--- config.mk ---
export PLATFORM = sky130hd
export DESIGN_NAME = vector_lane_sequencer
export DESIGN_NICKNAME = d
export VERILOG_FILES = /design/src/rtl/vec_pkg.sv /design/src/rtl/vector_lane_alu.sv /design/src/rtl/vector_lane_sequencer.sv
export SDC_FILE = /design/constraint.sdc
export NUM_CORES = 1
export LEC_CHECK = 0
export BUFFER_PORTS_ARGS = -buffer_cell sky130_fd_sc_hd__buf_2
export CORE_AREA = 3 3 169 171
export CTS_BUF_LIST = sky130_fd_sc_hd__clkbuf_16
export CTS_CLUSTER_SIZE = 40
export DETAILED_ROUTE_END_ITERATION = 10
export DIE_AREA = 0 0 172 174
export HOLD_SLACK_MARGIN = 0.02
export PLACE_DENSITY = 0.52
export REMOVE_ABC_BUFFERS = 1
export SLEW_MARGIN = 40
export SYNTH_ARGS = -nofsm -noshare
export SYNTH_HDL_FRONTEND = slang
export SYNTH_SLANG_ARGS = --single-unit
--- constraint.sdc ---
create_clock -name clk -period 8.4 [get_ports clk]
set_clock_uncertainty 0.1 [all_clocks]
set_input_delay 0 -clock clk [delete_from_list [all_inputs] [get_ports clk]]
set_output_delay 0 -clock clk [all_outputs]
set_load 0.01 [all_outputs]
--- src/rtl/vec_pkg.sv ---
// Shared types and defaults for the vector lane sequencer and its ALU.
package vec_pkg;

    localparam int unsigned ADDR_WIDTH_DEF = 5;
    localparam int unsigned DATA_WIDTH_DEF = 32;
    localparam int unsigned NUM_ELE_DEF    = 32;

    // Vector arithmetic opcodes carried on cmd_op.
    typedef enum logic [2:0] {
        VEC_OP_ADD = 3'd0,
        VEC_OP_SUB = 3'd1,
        VEC_OP_AND = 3'd2,
        VEC_OP_OR  = 3'd3,
        VEC_OP_XOR = 3'd4,
        VEC_OP_MUL = 3'd5,
        VEC_OP_MIN = 3'd6,
        VEC_OP_MAX = 3'd7
    } vec_op_t;

    // Sequencer control states.
    typedef enum logic [1:0] {
        ST_IDLE  = 2'd0,
        ST_RUN   = 2'd1,
        ST_DRAIN = 2'd2,
        ST_DONE  = 2'd3
    } vec_state_t;

endpackage

--- src/rtl/vector_lane_alu.sv ---
// Combinational element ALU for the vector lane sequencer.
// Build option: VEC_LANE_MUL_EN enables VEC_OP_MUL (low half of the signed
// product); without it VEC_OP_MUL is reported as an illegal opcode.
module vector_lane_alu
    import vec_pkg::*;
#(
    parameter int unsigned DATA_WIDTH = DATA_WIDTH_DEF
) (
    input  vec_op_t               op,
    input  logic [DATA_WIDTH-1:0] a,
    input  logic [DATA_WIDTH-1:0] b,
    output logic [DATA_WIDTH-1:0] result,
    output logic                  illegal
);

    // Element result: all arithmetic wraps modulo 2^DATA_WIDTH.
    always_comb begin
        result  = '0;
        illegal = 1'b0;
        case (op)
            VEC_OP_ADD: result = a + b;
            VEC_OP_SUB: result = a - b;
            VEC_OP_AND: result = a & b;
            VEC_OP_OR:  result = a | b;
            VEC_OP_XOR: result = a ^ b;
            VEC_OP_MUL: begin
`ifdef VEC_LANE_MUL_EN
                result = DATA_WIDTH'($signed(a) * $signed(b));
`else
                illegal = 1'b1;
`endif
            end
            VEC_OP_MIN: result = ($signed(a) < $signed(b)) ? a : b;
            VEC_OP_MAX: result = ($signed(a) > $signed(b)) ? a : b;
            default:    illegal = 1'b1;
        endcase
    end

endmodule

--- src/rtl/vector_lane_sequencer.sv ---
// Element-serial vector command sequencer. Accepts one command at a time,
// walks elements 0..vl-1 through the register file's two combinational read
// ports and writes each result back one cycle later through the write port.
// Build option: VEC_LANE_MUL_EN (forwarded to vector_lane_alu) makes opcode 5
// legal; otherwise an opcode-5 command completes with err and no writes.
module vector_lane_sequencer
    import vec_pkg::*;
#(
    parameter int unsigned ADDR_WIDTH = ADDR_WIDTH_DEF,
    parameter int unsigned DATA_WIDTH = DATA_WIDTH_DEF,
    parameter int unsigned NUM_ELE    = NUM_ELE_DEF
) (
    input  logic                  clk,
    input  logic                  reset,
    input  logic                  cmd_valid,
    output logic                  cmd_ready,
    input  logic [2:0]            cmd_op,
    input  logic [ADDR_WIDTH-1:0] cmd_vd,
    input  logic [ADDR_WIDTH-1:0] cmd_vs1,
    input  logic [ADDR_WIDTH-1:0] cmd_vs2,
    input  logic [ADDR_WIDTH:0]   cmd_vl,
    output logic [ADDR_WIDTH-1:0] rAddr1_1,
    output logic [ADDR_WIDTH-1:0] rAddr2_1,
    input  logic [DATA_WIDTH-1:0] rData1,
    output logic [ADDR_WIDTH-1:0] rAddr1_2,
    output logic [ADDR_WIDTH-1:0] rAddr2_2,
    input  logic [DATA_WIDTH-1:0] rData2,
    output logic [ADDR_WIDTH-1:0] wAddr1,
    output logic [ADDR_WIDTH-1:0] wAddr2,
    output logic [DATA_WIDTH-1:0] wData,
    output logic                  wEnable,
    output logic                  busy,
    output logic                  done,
    output logic                  err
);

    localparam logic [ADDR_WIDTH:0] MAX_VL = (ADDR_WIDTH + 1)'(NUM_ELE);

    vec_state_t            state_q, state_d;
    vec_op_t               op_q, op_d;
    logic [ADDR_WIDTH-1:0] vd_q, vd_d;
    logic [ADDR_WIDTH-1:0] vs1_q, vs1_d;
    logic [ADDR_WIDTH-1:0] vs2_q, vs2_d;
    logic [ADDR_WIDTH:0]   vl_q, vl_d;
    logic [ADDR_WIDTH-1:0] idx_q, idx_d;
    logic                  illegal_q, illegal_d;

    logic [ADDR_WIDTH-1:0] waddr1_q, waddr1_d;
    logic [ADDR_WIDTH-1:0] waddr2_q, waddr2_d;
    logic [DATA_WIDTH-1:0] wdata_q, wdata_d;
    logic                  wen_q, wen_d;

    logic [ADDR_WIDTH:0]   vl_clamped;
    logic                  last_elem;
    vec_op_t               alu_op;
    logic [DATA_WIDTH-1:0] alu_result;
    logic                  alu_illegal;

    // Command decode helpers: clamped length, last-element detect, ALU opcode.
    // The ALU sees the offered opcode while idle so its illegal flag doubles
    // as the accept-time legality check; otherwise it runs the latched opcode.
    always_comb begin
        vl_clamped = (cmd_vl > MAX_VL) ? MAX_VL : cmd_vl;
        last_elem  = ({1'b0, idx_q} == (vl_q - 1'b1));
        alu_op     = (state_q == ST_IDLE) ? vec_op_t'(cmd_op) : op_q;
    end

    vector_lane_alu #(
        .DATA_WIDTH (DATA_WIDTH)
    ) u_alu (
        .op      (alu_op),
        .a       (rData1),
        .b       (rData2),
        .result  (alu_result),
        .illegal (alu_illegal)
    );

    // State, latched command and registered write port.
    always_ff @(posedge clk) begin
        if (reset) begin
            state_q   <= ST_IDLE;
            op_q      <= VEC_OP_ADD;
            vd_q      <= '0;
            vs1_q     <= '0;
            vs2_q     <= '0;
            vl_q      <= '0;
            idx_q     <= '0;
            illegal_q <= 1'b0;
            waddr1_q  <= '0;
            waddr2_q  <= '0;
            wdata_q   <= '0;
            wen_q     <= 1'b0;
        end else begin
            state_q   <= state_d;
            op_q      <= op_d;
            vd_q      <= vd_d;
            vs1_q     <= vs1_d;
            vs2_q     <= vs2_d;
            vl_q      <= vl_d;
            idx_q     <= idx_d;
            illegal_q <= illegal_d;
            waddr1_q  <= waddr1_d;
            waddr2_q  <= waddr2_d;
            wdata_q   <= wdata_d;
            wen_q     <= wen_d;
        end
    end

    // Next state: accept in IDLE, step idx in RUN, then DRAIN and DONE.
    always_comb begin
        state_d   = state_q;
        op_d      = op_q;
        vd_d      = vd_q;
        vs1_d     = vs1_q;
        vs2_d     = vs2_q;
        vl_d      = vl_q;
        idx_d     = idx_q;
        illegal_d = illegal_q;
        case (state_q)
            ST_IDLE: begin
                if (cmd_valid) begin
                    op_d      = vec_op_t'(cmd_op);
                    vd_d      = cmd_vd;
                    vs1_d     = cmd_vs1;
                    vs2_d     = cmd_vs2;
                    vl_d      = vl_clamped;
                    idx_d     = '0;
                    illegal_d = alu_illegal;
                    if ((vl_clamped == '0) || alu_illegal) begin
                        state_d = ST_DONE;
                    end else begin
                        state_d = ST_RUN;
                    end
                end
            end
            ST_RUN: begin
                idx_d = idx_q + 1'b1;
                if (last_elem) begin
                    state_d = ST_DRAIN;
                end
            end
            ST_DRAIN: state_d = ST_DONE;
            ST_DONE:  state_d = ST_IDLE;
            default:  state_d = ST_IDLE;
        endcase
    end

    // Outputs: handshake/status, read addresses, and the next write-port values.
    always_comb begin
        cmd_ready = (state_q == ST_IDLE);
        busy      = (state_q != ST_IDLE);
        done      = (state_q == ST_DONE);
        err       = (state_q == ST_DONE) && illegal_q;
        rAddr1_1  = '0;
        rAddr2_1  = '0;
        rAddr1_2  = '0;
        rAddr2_2  = '0;
        waddr1_d  = waddr1_q;
        waddr2_d  = waddr2_q;
        wdata_d   = wdata_q;
        wen_d     = 1'b0;
        if (state_q == ST_RUN) begin
            rAddr1_1 = vs1_q;
            rAddr2_1 = idx_q;
            rAddr1_2 = vs2_q;
            rAddr2_2 = idx_q;
            waddr1_d = vd_q;
            waddr2_d = idx_q;
            wdata_d  = alu_result;
            wen_d    = 1'b1;
        end
    end

    assign wAddr1  = waddr1_q;
    assign wAddr2  = waddr2_q;
    assign wData   = wdata_q;
    assign wEnable = wen_q;

endmodule

# Word-level counts from Yosys, hierarchy flattened
# Cells that the tools add are included.
totals:
  wordCells: 61
  in_bits: 91
  regBits: 75
classes:
  n_reduce_logical: 10
  n_lt_le_gt_ge: 3
  n_bitwise: 3
  muxes: 16
  addsub: 4
  eq_ne: 13
op_table:
  columns: ["cell", "count"]
  rows:
  - ["$pmux 32 s7", 1]
  - ["$mux 32", 2]
  - ["$add 32x32->32", 1]
  - ["$and 32x32->32", 1]
  - ["$gt 32x32->1", 1]
  - ["$lt 32x32->1", 1]
  - ["$or 32x32->32", 1]
  - ["$sub 32x32->32", 1]
  - ["$xor 32x32->32", 1]
  - ["$mux 5", 4]
  - ["$eq 3x3->1 const B", 4]
  - ["$pmux 5 s2", 1]
  - ["$pmux 2 s4", 1]
  - ["$eq 3x2->1 const B", 2]
  - ["$eq 5x6->1", 1]
  - ["$gt 6x6->1 const B", 1]
  - ["$logic_not 6->1", 1]
  - ["$mux 2", 3]
  - ["$mux 6", 1]
  - ["$reduce_and 2->1", 3]
  - ["$sub 6x1->6 const B", 1]
  - ["$add 5x1->5 const B", 1]
  - ["$eq 2x2->1 const B", 2]
  - ["$ne 2x2->1 const B", 2]
  - ["other kinds (9)", 11]

# Longest topological paths before layout
depth:
  word_depth: 8
  mapped_depth: 14
  ltp_nobuf: 12

# Cells and area by module
# Synthesis repeated with hierarchy kept, for this count alone.
unflattened:
  hier_cells: 1285
  area_unflattened_um2: 9282.7
modules_own_cells:
  columns: ["mod", "area_each_um2", "n_inst", "cells_per_inst", "seq_area_each_um2"]
  rows:
  - ["vector_lane_alu", 6287.3, 1, 987, 0.0]
  - ["vector_lane_sequencer", 2995.4, 1, 298, 1501.4]

# Worst setup path after synthesis
# OpenSTA, ideal clock, no wires.
synth_timing:
  path_type: "register -> register"
  startpoint: "reg state_q[0]"
  endpoint: "reg wdata_q[13], in the netlist wData[13]"
  slack_ns: 5.645
  stages_incl_launch_ff: 12
  t_required_ns: 8.180
  arrival_ns: 2.535
  path_cell_list: "dfxtp_1 inv_1 ha_1 buf_2 buf_2 a31oi_1 o21ai_0 or3_1 o21ai_0 nand3_1 a22o_1 a211o_1"
synth_via:
  elab_chain_len: 4
  word_cells_on_any_way: 11
synth_lines:
  columns: ["item", "line_no", "text"]
  rows:
  - ["start: declaration", "vector_lane_sequencer.sv:39", "vec_state_t state_q, state_d;"]
  - ["start signal: assignment", "vector_lane_sequencer.sv:94", "state_q <= state_d;"]
  - ["$logic_not 2->1 (*)", null, null]
  - ["net cmd_ready", "vector_lane_sequencer.sv:16", "output logic cmd_ready,"]
  - ["$mux 3 (*)", "vector_lane_sequencer.sv:65", "alu_op = (state_q == ST_IDLE) ? vec_op_t'(cmd_op) : op_q;"]
  - ["$eq 3x3->1 (tied with other cells)", "vector_lane_alu.sv:20", "case (op)"]
  - ["$pmux 32 s7 (*)", "vector_lane_alu.sv:20", null]
  - ["end signal: assignment", "vector_lane_sequencer.sv:104", "wdata_q <= wdata_d;"]
  - ["end: declaration", "vector_lane_sequencer.sv:50", "logic [DATA_WIDTH-1:0] wdata_q, wdata_d;"]
# Mark *: on every way through the listed nets, which the timed path passes. The rest lies on a longest branch.
# A chain may end at the register's enable or synchronous reset.

# Worst setup path in the final report
layout_timing:
  startpoint: "reg state_q[1]"
  endpoint: "reg wdata_q[16], in the netlist wData[16]"
layout_via:
  elab_chain_len: 4
  word_cells_on_any_way: 11
layout_lines:
  columns: ["item", "line_no"]
  rows:
  - ["$logic_not 2->1", "vector_lane_sequencer.sv:65"]
  - ["$mux 3", "vector_lane_sequencer.sv:65"]
  - ["$eq 3x3->1 (tied with other cells)", "vector_lane_alu.sv:20"]
  - ["$pmux 32 s7", "vector_lane_alu.sv:20"]
# Parallel ways exist; a longest one is shown, timed or not.

==> results.toml <==
[status]
status = "finished, final reports clean"

[timing]
rsz0062_at_grt = "false"
hold_violations = 0
worstMarginPinSlew_ps = 877.9
fmaxAchievable_mhz = 225.1
max-slew-margin-rel_pct = 40.86
timing.setup.tns_ps = 0
fin_crit_ps = 4443
finalMaxSlewViolations = 0
setup_viol = 0
post-route-period-util_pct = 52.89

[power_and_ir_drop]
design_power_total_mw = 2.323
switching_share_pct = 50.71
p_sw_mw = 1.178
ir_worst_vdd_uv = 105.7
power_density_mw_per_mm2 = 202.7
p_leak_nw = 5.082
intPower_mw = 1.145
pwr-share-seq_pct = 21.1
p_comb_share_pct = 60.9
clockPowerShare_pct = 18.0

[yosys]
syn_area_mm2 = 0.009520
async_flop_share_pct = 0
ys_types = 90
netlist_instances = 1351
ys_warn_count = 0
ys.flop_type = "dfxtp_1"
synth_edf_count = 0
ys_seq_area_share_pct = 15.77
ys_ff_latch = 75
postSynthAreaPerCell_um2 = 7.047

[route]
post_drt_wl_per_cell_um = 20.54
drc = 0
dr.pass1.iters = 6
wirelength_mm = 38.12
antenna_left = 0
viasPerCell = 5.878
via_count = 10909
drtIter0Drc = 941

[cells_and_area]
final_cells = 1856
diodes = 0
nNetsFinal = 1705
drive_gt1_share_pct = 15.05
layout_common_cells = "buf_2, nand2_1, a21oi_1, nor2_1, o21ai_0"
final_common_cell = "buf_2"
fin_util_pct = 42.41
syn2layout_area_growth_pct = 20.38

[cts]
cts_max_path_buffers = 2
numCtsBuffers = 9
htree_levels = 3
cts-root-buf = "clkbuf_16"
cts_tree = "built"
cts_sinks = 75
clk_pin_slew_worst_paths_ps = 80
postCtsSetupRepairBufs = 0
clk_latency_ps = 360

[die]
dieArea_mm2 = 0.02993
die_h_um = 174
ios = 158
core-area_mm2 = 0.02703
initial_core_util_pct = 35.23
rows = 60
die_w_um = 172

[critical_path]
worstSetupPathType = "flip-flop to flip-flop"
rr_startpoint = "state_q[1]$_SDFFE_PP0P_"
cp-end-kind = "flip-flop"
reg2reg_to = "wData[16]$_SDFFE_PP0P_"
arrival_ps = 4590
rrSetupSlack_ps = 3960
worst-r2r-cell-count = 12
worst_ep_required_time_ps = 8550
cp_max_fo = 20
worstSetupStartpoint = "state_q[1]$_SDFFE_PP0P_"
critPathLaunchType = "flip-flop"

[min_path]
hp-class = "primary input to flip-flop"
hold_start = "rData1[9]"
hold_end = "wData[9]$_SDFFE_PP0P_"
holdPathStages = 4

[placement]
gp_congestion = 0.9811
dp.cells = 1773
place_hpwl_mm = 27.18
port_buffers = 157

[flow_run]
maxCapViolations = 0

[global_route]
grt_pass1_vias = 10596
grt_overflow = 0
grt_pass1_wl_mm = 59.22
grt.total_usage_pct = 24.67
antenna_found_initial = 0
grt_max_degree = 46
[power by group through the flow]
stage                     Clock (mW)  Combinational (mW)  Sequential, mW
after floorplan                    0               0.831           0.506
after global placement             0                1.34           0.498
after detailed placement           0                1.35           0.499
after CTS                      0.428                1.39           0.491
after global routing           0.437                1.54           0.503
final                          0.418                1.41           0.491
[synth_stat cells (10+ instances only)]
cell,n,share of area (%)
and2_1,19,1.2
nor4_1,14,0.92
ha_1,102,13
dfxtp_1,75,16
a221o_1,10,1.1
nor2b_1,16,1.1
xnor2_1,21,1.9
a211oi_1,14,1.1
a221oi_1,27,2.5
clkbuf_1,54,2.1
a32oi_1,11,1.0
nor2_1,120,4.7
o31ai_1,17,1.3
nand4_1,13,0.85
a31oi_1,31,2.0
mux2i_1,35,3.7
a21o_1,17,1.3
buf_2,21,1.1
a21oi_1,132,6.9
inv_1,103,4.1
nor3_1,24,1.3
nand3_1,20,1.1
nand2_1,140,5.5
o211ai_1,17,1.3
o21ai_0,112,5.9
o21bai_1,14,1.1
[state kept, by name, summed over array words and instances (netlist names), 5 cells and up]
| signal | count |
|---|---|
| idx_q | 5 |
| vd_q | 5 |
| vl_q | 6 |
| vs1_q | 5 |
| vs2_q | 5 |
| wAddr1 | 5 |
| wAddr2 | 5 |
| wData | 32 |
[cells by family after synthesis]
family	Yosys count	synth area share, %
flip-flops	75	15.77
adder cells (fa/ha/maj)	104	13.83
XOR/XNOR	23	2.116
multiplexers	38	4.074
AND/OR/NAND/NOR	417	20.79
buffers and inverters	197	8.858
AO/OA/AOI/OAI	497	34.56
[final cells by class]
cell class	instances	area (µm²)
clock buffer	9	225.2
tap	341	426.7
timing repair buffer	241	1599
sequential	75	1501
fill	2894	15560
inverter	104	390.4
multi-input combinational	1079	7251
clock inverter	7	67.56
[per-layer routing]
layer / track usage (%) / part of all wire, % / vias up
met4: 7.784 / 2.6 / 0
met5: 0 / 0 / -
li1: - / - / 5244
met1: 34.10 / 45 / 5193
met2: 39.26 / 45 / 405
met3: 3.821 / 6.7 / 67
[timing repair]
item,CTS,global route
gates resized for setup,0,0
hold buffers,67,0
hold endpoints to repair,54,0
[stage by stage]
stage | worst slack (ps) | cell area (µm²) | hold WS (ps)
after floorplan | 4631 | 9067 | -30.93
after global placement | 4426 | 10440 | 145.3
after detailed placement | 4520 | 10490 | 147.0
after CTS | 3976 | 11450 | 23.88
after global routing | 3690 | 11460 | 59.75
final | 3957 | 11460 | 21.00
[critical path, stage by stage (launching register included)]
cell and delay, ps:
dfxtp_1 350, inv_1 90, ha_1 600, nor3b_1 110, a21oi_1 620, nand2b_1 380
buf_4 360, o21ai_1 90, a211o_1 290, a221oi_1 370, o21ai_0 150, a221o_1 270
dlygate4sd3_1 550
[worst max-delay path by stage]
stage | slack [ps] | to
global route | 3690 | wData[16]$_SDFFE_PP0P_
CTS | 3980 | wData[16]$_SDFFE_PP0P_
global placement | 4430 | wData[11]$_SDFFE_PP0P_
detailed placement | 4520 | wData[16]$_SDFFE_PP0P_
floorplan | 4630 | wData[17]$_SDFFE_PP0P_
finish | 3960 | wData[16]$_SDFFE_PP0P_
Power figures use the tool's default switching activity.
